[src/rtl/mp3_sched_pkg.sv]
// mp3_sched_pkg: shared selector type, scheduler states and dec_done/release bit mapping
package mp3_sched_pkg;
  localparam int NSAMP_GRANULE = 576;
  typedef logic [1:0] gc_sel_t;
  typedef enum logic [2:0] {S_IDLE, S_WAIT, S_STREAM, S_DRAIN, S_NEXT} state_t;
  // buffer {gr,ch}=00 lives on bit 3, 11 on bit 0
  function automatic logic [1:0] gc_bit(input gc_sel_t s);
    return 2'd3 - s;
  endfunction
endpackage

[src/rtl/granule_stream_scheduler_if.sv]
// granule_stream_scheduler_if: BRAM read port plus requantizer sample stream
interface granule_stream_scheduler_if #(parameter int ADDR_W = 10, parameter int DATA_W = 16);
  logic              bram_rd_en;
  logic [ADDR_W-1:0] bram_addr;
  logic [DATA_W-1:0] bram_data;
  logic [DATA_W-1:0] rq_data;
  logic              rq_valid;
  logic              rq_last;
  logic              rq_ready;
  modport master (output bram_rd_en, bram_addr, rq_data, rq_valid, rq_last, input bram_data, rq_ready);
  modport slave  (input bram_rd_en, bram_addr, rq_data, rq_valid, rq_last, output bram_data, rq_ready);
endinterface

[src/rtl/sched_skid_fifo.sv]
// sched_skid_fifo: small circular FIFO that absorbs BRAM read latency
module sched_skid_fifo #(
  parameter int DEPTH = 3,
  parameter int W     = 16
) (
  input  logic                         clk,
  input  logic                         rst_n,
  input  logic                         i_push,
  input  logic [W-1:0]                 i_data,
  input  logic                         i_pop,
  output logic [W-1:0]                 o_data,
  output logic [$clog2(DEPTH+1)-1:0]   o_count
);
  localparam int PW = $clog2(DEPTH);
  localparam int CW = $clog2(DEPTH + 1);
  logic [W-1:0]  r_mem [DEPTH];
  logic [PW-1:0] r_wp, r_rp;
  function automatic logic [PW-1:0] nxt(input logic [PW-1:0] p);
    return p == PW'(DEPTH - 1) ? '0 : p + 1'b1;
  endfunction
  assign o_data = r_mem[r_rp];
  always_ff @(posedge clk)
    if (i_push) r_mem[r_wp] <= i_data;
  always_ff @(posedge clk or negedge rst_n)
    if (!rst_n) begin
      r_wp    <= '0;
      r_rp    <= '0;
      o_count <= '0;
    end else begin
      if (i_push) r_wp <= nxt(r_wp);
      if (i_pop) r_rp <= nxt(r_rp);
      o_count <= o_count + CW'(i_push) - CW'(i_pop);
    end
  a_no_overflow: assert property (@(posedge clk) disable iff (!rst_n)
    !(i_push && !i_pop && o_count == CW'(DEPTH)));
endmodule

[src/rtl/granule_stream_scheduler.sv]
// granule_stream_scheduler: streams the four granule/channel Huffman buffers into one requantizer.
// Build option GRAN_SCHED_MONO_SKIP_EN: mono frames (mode 2'b11) stream only buffers 00 and 10.
module granule_stream_scheduler
  import mp3_sched_pkg::*;
#(
  parameter int NSAMP  = NSAMP_GRANULE,
  parameter int ADDR_W = 10,
  parameter int DATA_W = 16,
  parameter int RD_LAT = 2
) (
  input  logic                      clk,
  input  logic                      rst_n,
  input  logic                      i_si_valid,
  input  logic [1:0]                i_mode,
  input  logic [3:0]                i_dec_done,
  granule_stream_scheduler_if.master bus,
  output logic                      o_gr,
  output logic                      o_ch,
  output logic [3:0]                o_release,
  output logic                      o_frame_done,
  output logic                      o_overrun
);
  localparam int CW = $clog2(RD_LAT + 2);
  state_t            r_state;
  gc_sel_t           r_sel;
  logic [ADDR_W-1:0] r_addr, r_oidx;
  logic [CW-1:0]     r_cred, w_cnt;
  logic [RD_LAT-1:0] r_vpipe;
  logic [DATA_W-1:0] w_head;
  logic              w_rd, w_acc, w_last, w_mono, w_final;
`ifdef GRAN_SCHED_MONO_SKIP_EN
  logic r_mono;
  always_ff @(posedge clk or negedge rst_n)
    if (!rst_n) r_mono <= 1'b0;
    else if (r_state == S_IDLE && i_si_valid) r_mono <= i_mode == 2'b11;
  assign w_mono = r_mono;
`else
  logic w_unused_mode;
  assign w_unused_mode = ^i_mode;
  assign w_mono = 1'b0;
`endif
  // a credit returned by this cycle's accept may be spent immediately, sustaining 1 sample/cycle
  assign w_acc   = bus.rq_valid && bus.rq_ready;
  assign w_rd    = r_state == S_STREAM && (r_cred != '0 || w_acc);
  assign w_last  = bus.rq_valid && r_oidx == ADDR_W'(NSAMP - 1);
  assign w_final = r_sel == 2'b11 || (w_mono && r_sel == 2'b10);
  assign bus.bram_rd_en = w_rd;
  assign bus.bram_addr  = r_addr;
  assign bus.rq_valid   = w_cnt != '0;
  assign bus.rq_data    = bus.rq_valid ? w_head : '0;
  assign bus.rq_last    = w_last;
  assign o_gr = r_sel[1];
  assign o_ch = r_sel[0];
  sched_skid_fifo #(.DEPTH(RD_LAT + 1), .W(DATA_W)) u_skid (
    .clk, .rst_n,
    .i_push (r_vpipe[RD_LAT-1]),
    .i_data (bus.bram_data),
    .i_pop  (w_acc),
    .o_data (w_head),
    .o_count(w_cnt)
  );
  always_ff @(posedge clk or negedge rst_n)
    if (!rst_n) begin
      r_state      <= S_IDLE;
      r_sel        <= '0;
      r_addr       <= '0;
      r_oidx       <= '0;
      r_cred       <= CW'(RD_LAT + 1);
      r_vpipe      <= '0;
      o_release    <= '0;
      o_frame_done <= 1'b0;
      o_overrun    <= 1'b0;
    end else begin
      o_release    <= '0;
      o_frame_done <= 1'b0;
      if (i_si_valid && r_state != S_IDLE) o_overrun <= 1'b1;
      r_vpipe <= RD_LAT'({r_vpipe, w_rd});
      r_cred  <= r_cred - CW'(w_rd) + CW'(w_acc);
      if (w_rd) r_addr <= r_addr + 1'b1;
      if (w_acc) r_oidx <= w_last ? '0 : r_oidx + 1'b1;
      case (r_state)
        S_IDLE: if (i_si_valid) begin
          r_sel   <= '0;
          r_state <= S_WAIT;
        end
        S_WAIT: if (i_dec_done[gc_bit(r_sel)]) begin
          r_addr  <= '0;
          r_state <= S_STREAM;
        end
        S_STREAM: if (w_rd && r_addr == ADDR_W'(NSAMP - 1)) r_state <= S_DRAIN;
        S_DRAIN: if (w_acc && w_last) begin
          o_release <= 4'b1 << gc_bit(r_sel);
          r_state   <= S_NEXT;
        end
        S_NEXT: begin
          r_sel        <= w_mono ? r_sel + 2'd2 : r_sel + 2'd1;
          o_frame_done <= w_final;
          r_state      <= w_final ? S_IDLE : S_WAIT;
        end
        default: r_state <= S_IDLE;
      endcase
    end
endmodule

[src/flat_wrapper.sv]
// flat-port wrapper written by rule: the top's interface ports become plain ports
module granule_stream_scheduler_flat import mp3_sched_pkg::*;
#(
  parameter int NSAMP  = NSAMP_GRANULE,
  parameter int ADDR_W = 10,
  parameter int DATA_W = 16,
  parameter int RD_LAT = 2
)
  (clk, rst_n, i_si_valid, i_mode, i_dec_done, o_gr, o_ch, o_release, o_frame_done, o_overrun, bus_bram_rd_en, bus_bram_addr, bus_rq_data, bus_rq_valid, bus_rq_last, bus_bram_data, bus_rq_ready);
  granule_stream_scheduler_if #(.ADDR_W(ADDR_W), .DATA_W(DATA_W)) bus_i ();
  input  logic clk;
  input  logic rst_n;
  input  logic i_si_valid;
  input  logic [1:0] i_mode;
  input  logic [3:0] i_dec_done;
  output logic o_gr;
  output logic o_ch;
  output logic [3:0] o_release;
  output logic o_frame_done;
  output logic o_overrun;
  output wire logic [$bits(bus_i.bram_rd_en)-1:0] bus_bram_rd_en;
  output wire logic [$bits(bus_i.bram_addr)-1:0] bus_bram_addr;
  output wire logic [$bits(bus_i.rq_data)-1:0] bus_rq_data;
  output wire logic [$bits(bus_i.rq_valid)-1:0] bus_rq_valid;
  output wire logic [$bits(bus_i.rq_last)-1:0] bus_rq_last;
  input wire logic [$bits(bus_i.bram_data)-1:0] bus_bram_data;
  input wire logic [$bits(bus_i.rq_ready)-1:0] bus_rq_ready;
  assign bus_bram_rd_en = bus_i.bram_rd_en;
  assign bus_bram_addr = bus_i.bram_addr;
  assign bus_rq_data = bus_i.rq_data;
  assign bus_rq_valid = bus_i.rq_valid;
  assign bus_rq_last = bus_i.rq_last;
  assign bus_i.bram_data = bus_bram_data;
  assign bus_i.rq_ready = bus_rq_ready;
  granule_stream_scheduler #(.NSAMP(NSAMP), .ADDR_W(ADDR_W), .DATA_W(DATA_W), .RD_LAT(RD_LAT)) u_core (.clk(clk), .rst_n(rst_n), .i_si_valid(i_si_valid), .i_mode(i_mode), .i_dec_done(i_dec_done), .bus(bus_i), .o_gr(o_gr), .o_ch(o_ch), .o_release(o_release), .o_frame_done(o_frame_done), .o_overrun(o_overrun));
endmodule
[config.mk]
export PLATFORM = sky130hd
export DESIGN_NAME = granule_stream_scheduler_flat
export DESIGN_NICKNAME = d
export VERILOG_FILES = /design/src/rtl/mp3_sched_pkg.sv /design/src/rtl/granule_stream_scheduler_if.sv /design/src/rtl/sched_skid_fifo.sv /design/src/rtl/granule_stream_scheduler.sv /design/src/flat_wrapper.sv
export SDC_FILE = /design/constraint.sdc
export NUM_CORES = 1
export LEC_CHECK = 0
export CELL_PAD_IN_SITES_DETAIL_PLACEMENT = 1
export CELL_PAD_IN_SITES_GLOBAL_PLACEMENT = 2
export CORE_MARGIN = 2
export CORE_UTILIZATION = 36
export CTS_CLUSTER_SIZE = 28
export DETAILED_ROUTE_END_ITERATION = 10
export PLACE_DENSITY_LB_ADDON = 0.25
export SYNTH_ARGS = -nofsm -noshare
export SYNTH_HDL_FRONTEND = slang
export SYNTH_HIERARCHICAL = 1
export SYNTH_SLANG_ARGS = --single-unit
[constraint.sdc]
create_clock -name clk -period 3.1 [get_ports clk]
set_clock_uncertainty 0.15 [all_clocks]
set_input_delay 0.93 -clock clk [delete_from_list [all_inputs] [get_ports clk]]
set_output_delay 0.93 -clock clk [all_outputs]
set_load 0.005 [all_outputs]
# --- After elaboration in Yosys (flattened, before gate mapping) ---
# Memory sizes are Yosys's and may differ from the RTL's.
# Index checks and enable logic that the tools add are counted.
op_classes:
  addsub: 10
  order_cmp: 1
  eq_ne: 13
  shifts: 1
  n_mux: 22
  n_reduce_logical: 14
ops:
  columns: ["op", "n"]
  rows:
  - ["two-way mux 10 bit", 4]
  - ["adder 10 x 1 -> 10 bit (second input constant)", 2]
  - ["== test 10 bit (second input constant)", 2]
  - ["two-way mux 16 bit", 1]
  - ["case mux 3 bit (5 select lines)", 1]
  - ["two-way mux 3 bit", 4]
  - ["two-way mux 4 bit", 2]
  - ["adder 2 x 1 -> 2 bit (second input constant)", 3]
  - ["== test 2 bit (second input constant)", 3]
  - ["== test 3 x 2 -> 1 bit (second input constant)", 2]
  - ["logical AND 1 bit", 6]
  - ["two-way mux 2 bit", 3]
  - ["nonzero test 2 bit", 3]
  - ["two-way mux 1 bit", 5]
  - ["adder 2 x 1 -> 2 bit", 2]
  - ["inequality test 2 x 1 -> 1 bit (second input constant)", 2]
  - ["inequality test 2 bit (second input constant)", 2]
  - ["case mux 2 bit (2 select lines)", 1]
  - ["AND reduction 4 bit", 1]
  - ["<< shifter 1 x 2 -> 4 bit (first input constant)", 1]
  - ["subtractor 2 x 1 -> 2 bit", 2]
  - ["== test 3 x 1 -> 1 bit (second input constant)", 1]
  - ["== test 3 bit (second input constant)", 1]
  - ["logical NOT 3 bit", 1]
  - ["6 further kinds", 6]
word_totals:
  register_bits: 41
  ram_bits: 48
  inputBits: 26
  out_inout_bits: 37
  word_cells: 74
  memories: 1
mem_list:
  columns: ["name", "words", "width", "read_ports", "rd_clocked_by_memory_dff", "wr", "line", "source"]
  rows:
  - ["u_core.u_skid.r_mem", 3, 16, 1, 0, 1, "sched_skid_fifo.sv:16", "logic [W-1:0] r_mem [DEPTH];"]

# --- Depth between registers and ports, before layout ---
logic_depth:
  depth_word: 7
  mapped_depth: 9
  mapped_depth_nobuf: 9

# --- Hierarchy ---
# Netlist, hierarchy kept.
modules_own_cells:
  columns: ["mod", "n_inst", "cells_per_inst", "area_each_um2"]
  rows:
  - ["sched_skid_fifo", 1, 125, 2062.0]
  - ["granule_stream_scheduler", 1, 182, 1884.3]

# --- Worst setup path after synthesis ---
# Ideal clock, no wire load.
synth_path:
  path_kind: "input to output"
  from: "input bus_rq_ready"
  to: "output bus_bram_rd_en"
  t_arrival_ps: 1651
  setup_slack_ps: 369
  stages: 4
  n_path_buf: 0
  path_cell_list: "o21ai_2 inv_2 o21ai_1 inv_1"
synth_via:
  elab_chain_len: 3
synth_rtl:
  columns: ["element", "line", "source"]
  rows:
  - ["start, declared", "flat_wrapper.sv:27", "input wire logic [$bits(bus_i.rq_ready)-1:0] bus_rq_ready;"]
  - ["logical AND 1 bit", "granule_stream_scheduler.sv:43", "assign w_acc = bus.rq_valid && bus.rq_ready;"]
  - ["net u_core.w_acc", "granule_stream_scheduler.sv:30", "logic w_rd, w_acc, w_last, w_mono, w_final;"]
  - ["logical OR 1 bit", "granule_stream_scheduler.sv:44", "assign w_rd = r_state == S_STREAM && (r_cred != '0 || w_acc);"]
  - ["logical AND 1 bit", "granule_stream_scheduler.sv:44", null]
  - ["end, declared", "flat_wrapper.sv:21", "output wire logic [$bits(bus_i.bram_rd_en)-1:0] bus_bram_rd_en;"]
# The timed path passes the listed nets, and every way through them passes these cells.

# --- Final worst setup path ---
layout_path:
  from: "register u_core.u_skid.r_rp[0]"
  to: "output bus_rq_data[1]"
layout_via:
  elab_chain_len: 2
layout_rtl:
  columns: ["element", "line", "source"]
  rows:
  - ["start, declared", "sched_skid_fifo.sv:17", "logic [PW-1:0] r_wp, r_rp;"]
  - ["start signal, assigned", "sched_skid_fifo.sv:31", "if (i_pop) r_rp <= nxt(r_rp);"]
  - ["memory (3 x 16 bit)", null, null]
  - ["net u_core.w_head[1]", "granule_stream_scheduler.sv:29", "logic [DATA_W-1:0] w_head;"]
  - ["two-way mux 16 bit", "granule_stream_scheduler.sv:50", "assign bus.rq_data = bus.rq_valid ? w_head : '0;"]
  - ["end, declared", "flat_wrapper.sv:23", "output wire logic [$bits(bus_i.rq_data)-1:0] bus_rq_data;"]
# The timed path passes the listed nets, and every way through them passes these cells.

==> run metrics <==
run status=finished clean; vias in the first global route=around 2800; H-tree levels=3; largest family of logic cells by synthesized area=simple AND/OR/NAND/NOR gates; drt first pass iters=4; Cell Pwr Density=around 810 nW/um^2; mux share of post-synthesis cell area=0.0514; top cells by area, synth=edfxtp_1 37%, dfrtp_1 25%, mux2i_1 4.6%; fmax=333 MHz; fin crit period=roughly 3000 ps; area leader, netlist=edfxtp_1; die area=around 12000 sq um; final setup vio count=0; Vias/cell=4.99; CTS root buffer=clkbuf_8; # IOs=63; Final Hold Viols=0; Avg Inst Size Synth=12.9 sq um; Async SR Flop Fraction=0.461; Storage cell area=around 2500 sq um; layout cells sized above 1=0.141; layout overhead on the synthesized area=27.5%; Synth Area in Simple Gates=0.149; number of flops mapped to enable cells by yosys=48; fillers=approximately 1200; post-synthesis cell type count=54; Setup crit end kind=output port; first-pass GRT wire length=around 14000 microns; setup_tns=0 ps; DR WL/cell=~16 microns; Power, Total=approximately 4000 uW; Clk pin slew, worst setup/hold paths=approximately 80 ps; Post-route DRC=0; adder-cell share of the synthesized area=0.0317; Synth Instances=307; XOR/XNOR share of the synthesized area=0.0333; VDD IR max=~380 uV; DP Wirelength=5870 microns; worst setup slack for register-to-register paths=between 900 and 1000 ps; hold buffers post-CTS=0; Critical Path Sink=bus_rq_data[1]; worst skew pair latency=~350 ps; CTS tree=yes; Post-Place Worst Slack=-279 ps; Via Count=approximately 2700; Core Util, Final=0.468; Worst EP required=2020 ps; CTS Sinks=just under 90; Starting Density=0.367; slew margin rel.=0.682; nets=422; Remaining Overflow, GRT=0; Num CTS Buffers=9; gpl congestion=0.765; Antenna Cells=0; Final Slew Violations=0; Die Span X=about 110 microns; initial antenna violation count=0; ys flop type=edfxtp_1; worst path arrival time=1920 ps; Max clock buf depth=2; Min Hold Slack=216 ps; Hold Path Class=flop to flop; Reg-to-Reg Start=u_core/r_state[1]$_DFFE_PN0P_; syn_nets=343; post-synthesis compound-gate area fraction=0.0802; GRT Overall Usage=0.155; R2R Path End=u_core/r_cred[1]$_DFF_PN1_; final worst setup slack=~97 ps; Leak=between 0.0015 and 0.002 uW; Core Box Area=around 11000 sq um; Mapped Area=about 3900 sq um; Starting DRT DRC Count=66; multi-input logic area=roughly 1400 sq um; synth warn=6; RSZ-0062 raised after global routing=no; Rows=38; crit share post-route=0.969; Synth top area share=0.365; Routed Antenna Nets=0; die height=roughly 110 microns; Setup crit start=u_core/u_skid/r_rp[0]$_DFFE_PN0P_; flops & latches, synth=89; Worst Tran Pin Value=478 ps; Crit Path Class=flop to output port; worst reg-to-reg path cell count=9; largest net degree at the start of global routing=23; crit start category=flop; maximum fanout along the worst path=9; Port Buffers=60; WL final=8420 microns; postcts setup bufs=0; Seq/Total Area, Yosys=0.626; max-cap violations=0
[kinds of logic after synthesis]
family                     Yosys count
DFF                                 89
and+or+nand+nor                    104
AOI/OAI and AO/OA                   48
xor gates and xnor gates            15
adders and majority gates           10
muxes                               19
buffers and inverters               22
[cells in the mapped netlist (2+ instances only)]
cell / number
and3_1: 4
or2_2: 2
nor4_1: 3
o31ai_1: 4
xnor2_1: 10
a21o_1: 3
clkbuf_1: 3
nand4_1: 2
nand2_1: 31
buf_2: 3
a21oi_1: 5
nor3b_1: 2
inv_1: 11
xor2_1: 5
nand2b_1: 4
edfxtp_1: 48
mux2i_1: 18
dfstp_2: 2
dfrtp_1: 39
nor2b_1: 18
nand3_1: 3
nor2_1: 13
and4_1: 2
o2111ai_1: 2
ha_1: 10
o211ai_1: 2
nor3_1: 3
or4_1: 3
o21ai_0: 14
o21ai_1: 11
and2_1: 4
[what timing repair did]
| item | 4_1_cts | 5_1_grt |
|---|---|---|
| endpoints found under the hold margin | 0 | 0 |
| gates resized for setup | 6 | 1 |
| gates cloned | 0 | 0 |
| setup endpoints to repair | 2 | 1 |
[final cells by class]
| cell class | count | share of cell area |
|---|---|---|
| Multi-Input combinational cell | 196 | 0.278 |
| Inverter | 12 | 0.00895 |
| Clock inverter | 7 | 0.0187 |
| Tap cell | 140 | 0.0348 |
| Clock buffer | 9 | 0.0246 |
| Sequential cell | 89 | 0.491 |
| Timing Repair Buffer | 78 | 0.144 |
[cell usage in the layout, fill, tap and decap left out, drive strengths merged, types with 2 or more instances in the layout]
| master | n |
|---|---|
| xor2 | 5 |
| o21ai | 26 |
| o211ai | 2 |
| buf | 19 |
| dfstp | 2 |
| ha | 10 |
| o2111ai | 2 |
| and2 | 4 |
| a21oi | 5 |
| nor3b | 3 |
| nand4 | 2 |
| nand3 | 3 |
| edfxtp | 48 |
| and4 | 2 |
| a32o | 2 |
| nor2 | 14 |
| dfrtp | 39 |
| clkinv | 4 |
| clkbuf | 9 |
| xnor2 | 10 |
| mux2i | 18 |
| bufinv | 2 |
| dlygate4sd2 | 3 |
| a21o | 3 |
| nor3 | 3 |
| nand2b | 4 |
| nor2b | 18 |
| inv | 13 |
| or4 | 3 |
| o31ai | 4 |
| nor4 | 4 |
| or2 | 2 |
| clkdlybuf4s50 | 56 |
| and3 | 4 |
| nand2 | 31 |
| or4b | 3 |
[layer usage]
layer  global-route usage  vias to the layer above  routed length (microns)
met5                    0                        -                        0
met3               0.0245                       11                      209
met1                0.191                     1339                     3760
met2                0.274                       40                     4340
met4               0.0604                        0                      111
li1                     -                     1262                        -
[registers in the layout (all words and copies together), names as in the netlist, 2 cells and up]
name,flops
u_core/o_release,4
u_core/u_skid/r_rp,2
u_core/u_skid/r_mem,48
u_core/u_skid/r_wp,2
u_core/r_vpipe,2
u_core/r_oidx,10
u_core/bus.bram_addr,10
u_core/r_state,3
u_core/r_cred,2
u_core/r_sel,2
u_core/u_skid/o_count,2
[critical path: stages, from the launching register on]
cell             delay (ps)
dfrtp_1                 390
buf_4                   200
mux2i_1                 130
o21ai_0                 170
nor2b_1                 180
clkdlybuf4s50_1         520
[where the power goes]
group | internal, uW | switching (uW)
clock | 454 | 407
sequential | 1520 | 181
combinational | 808 | 727
[worst min path at each step]
stage | start | end | cells past startpoint
after CTS | u_core/r_vpipe[0]$_DFF_PN0_ | u_core/r_vpipe[1]$_DFF_PN0_ | 0
final | u_core/r_vpipe[0]$_DFF_PN0_ | u_core/r_vpipe[1]$_DFF_PN0_ | 0
after floorplan | u_core/r_vpipe[0]$_DFF_PN0_ | u_core/r_vpipe[1]$_DFF_PN0_ | 0
after global routing | u_core/r_vpipe[0]$_DFF_PN0_ | u_core/r_vpipe[1]$_DFF_PN0_ | 0
after global placement | u_core/r_vpipe[0]$_DFF_PN0_ | u_core/r_vpipe[1]$_DFF_PN0_ | 0
after detailed placement | u_core/r_vpipe[0]$_DFF_PN0_ | u_core/r_vpipe[1]$_DFF_PN0_ | 0
[metrics by stage]
| step | cell area, sq um | cells |
|---|---|---|
| after global placement | 4800 | 515 |
| final | 5030 | 531 |
| after global routing | 5030 | 531 |
| after CTS | 5030 | 531 |
| after detailed placement | 4800 | 515 |
| after floorplan | 3950 | 307 |
Note: power is estimated with default switching activity, not from simulation.
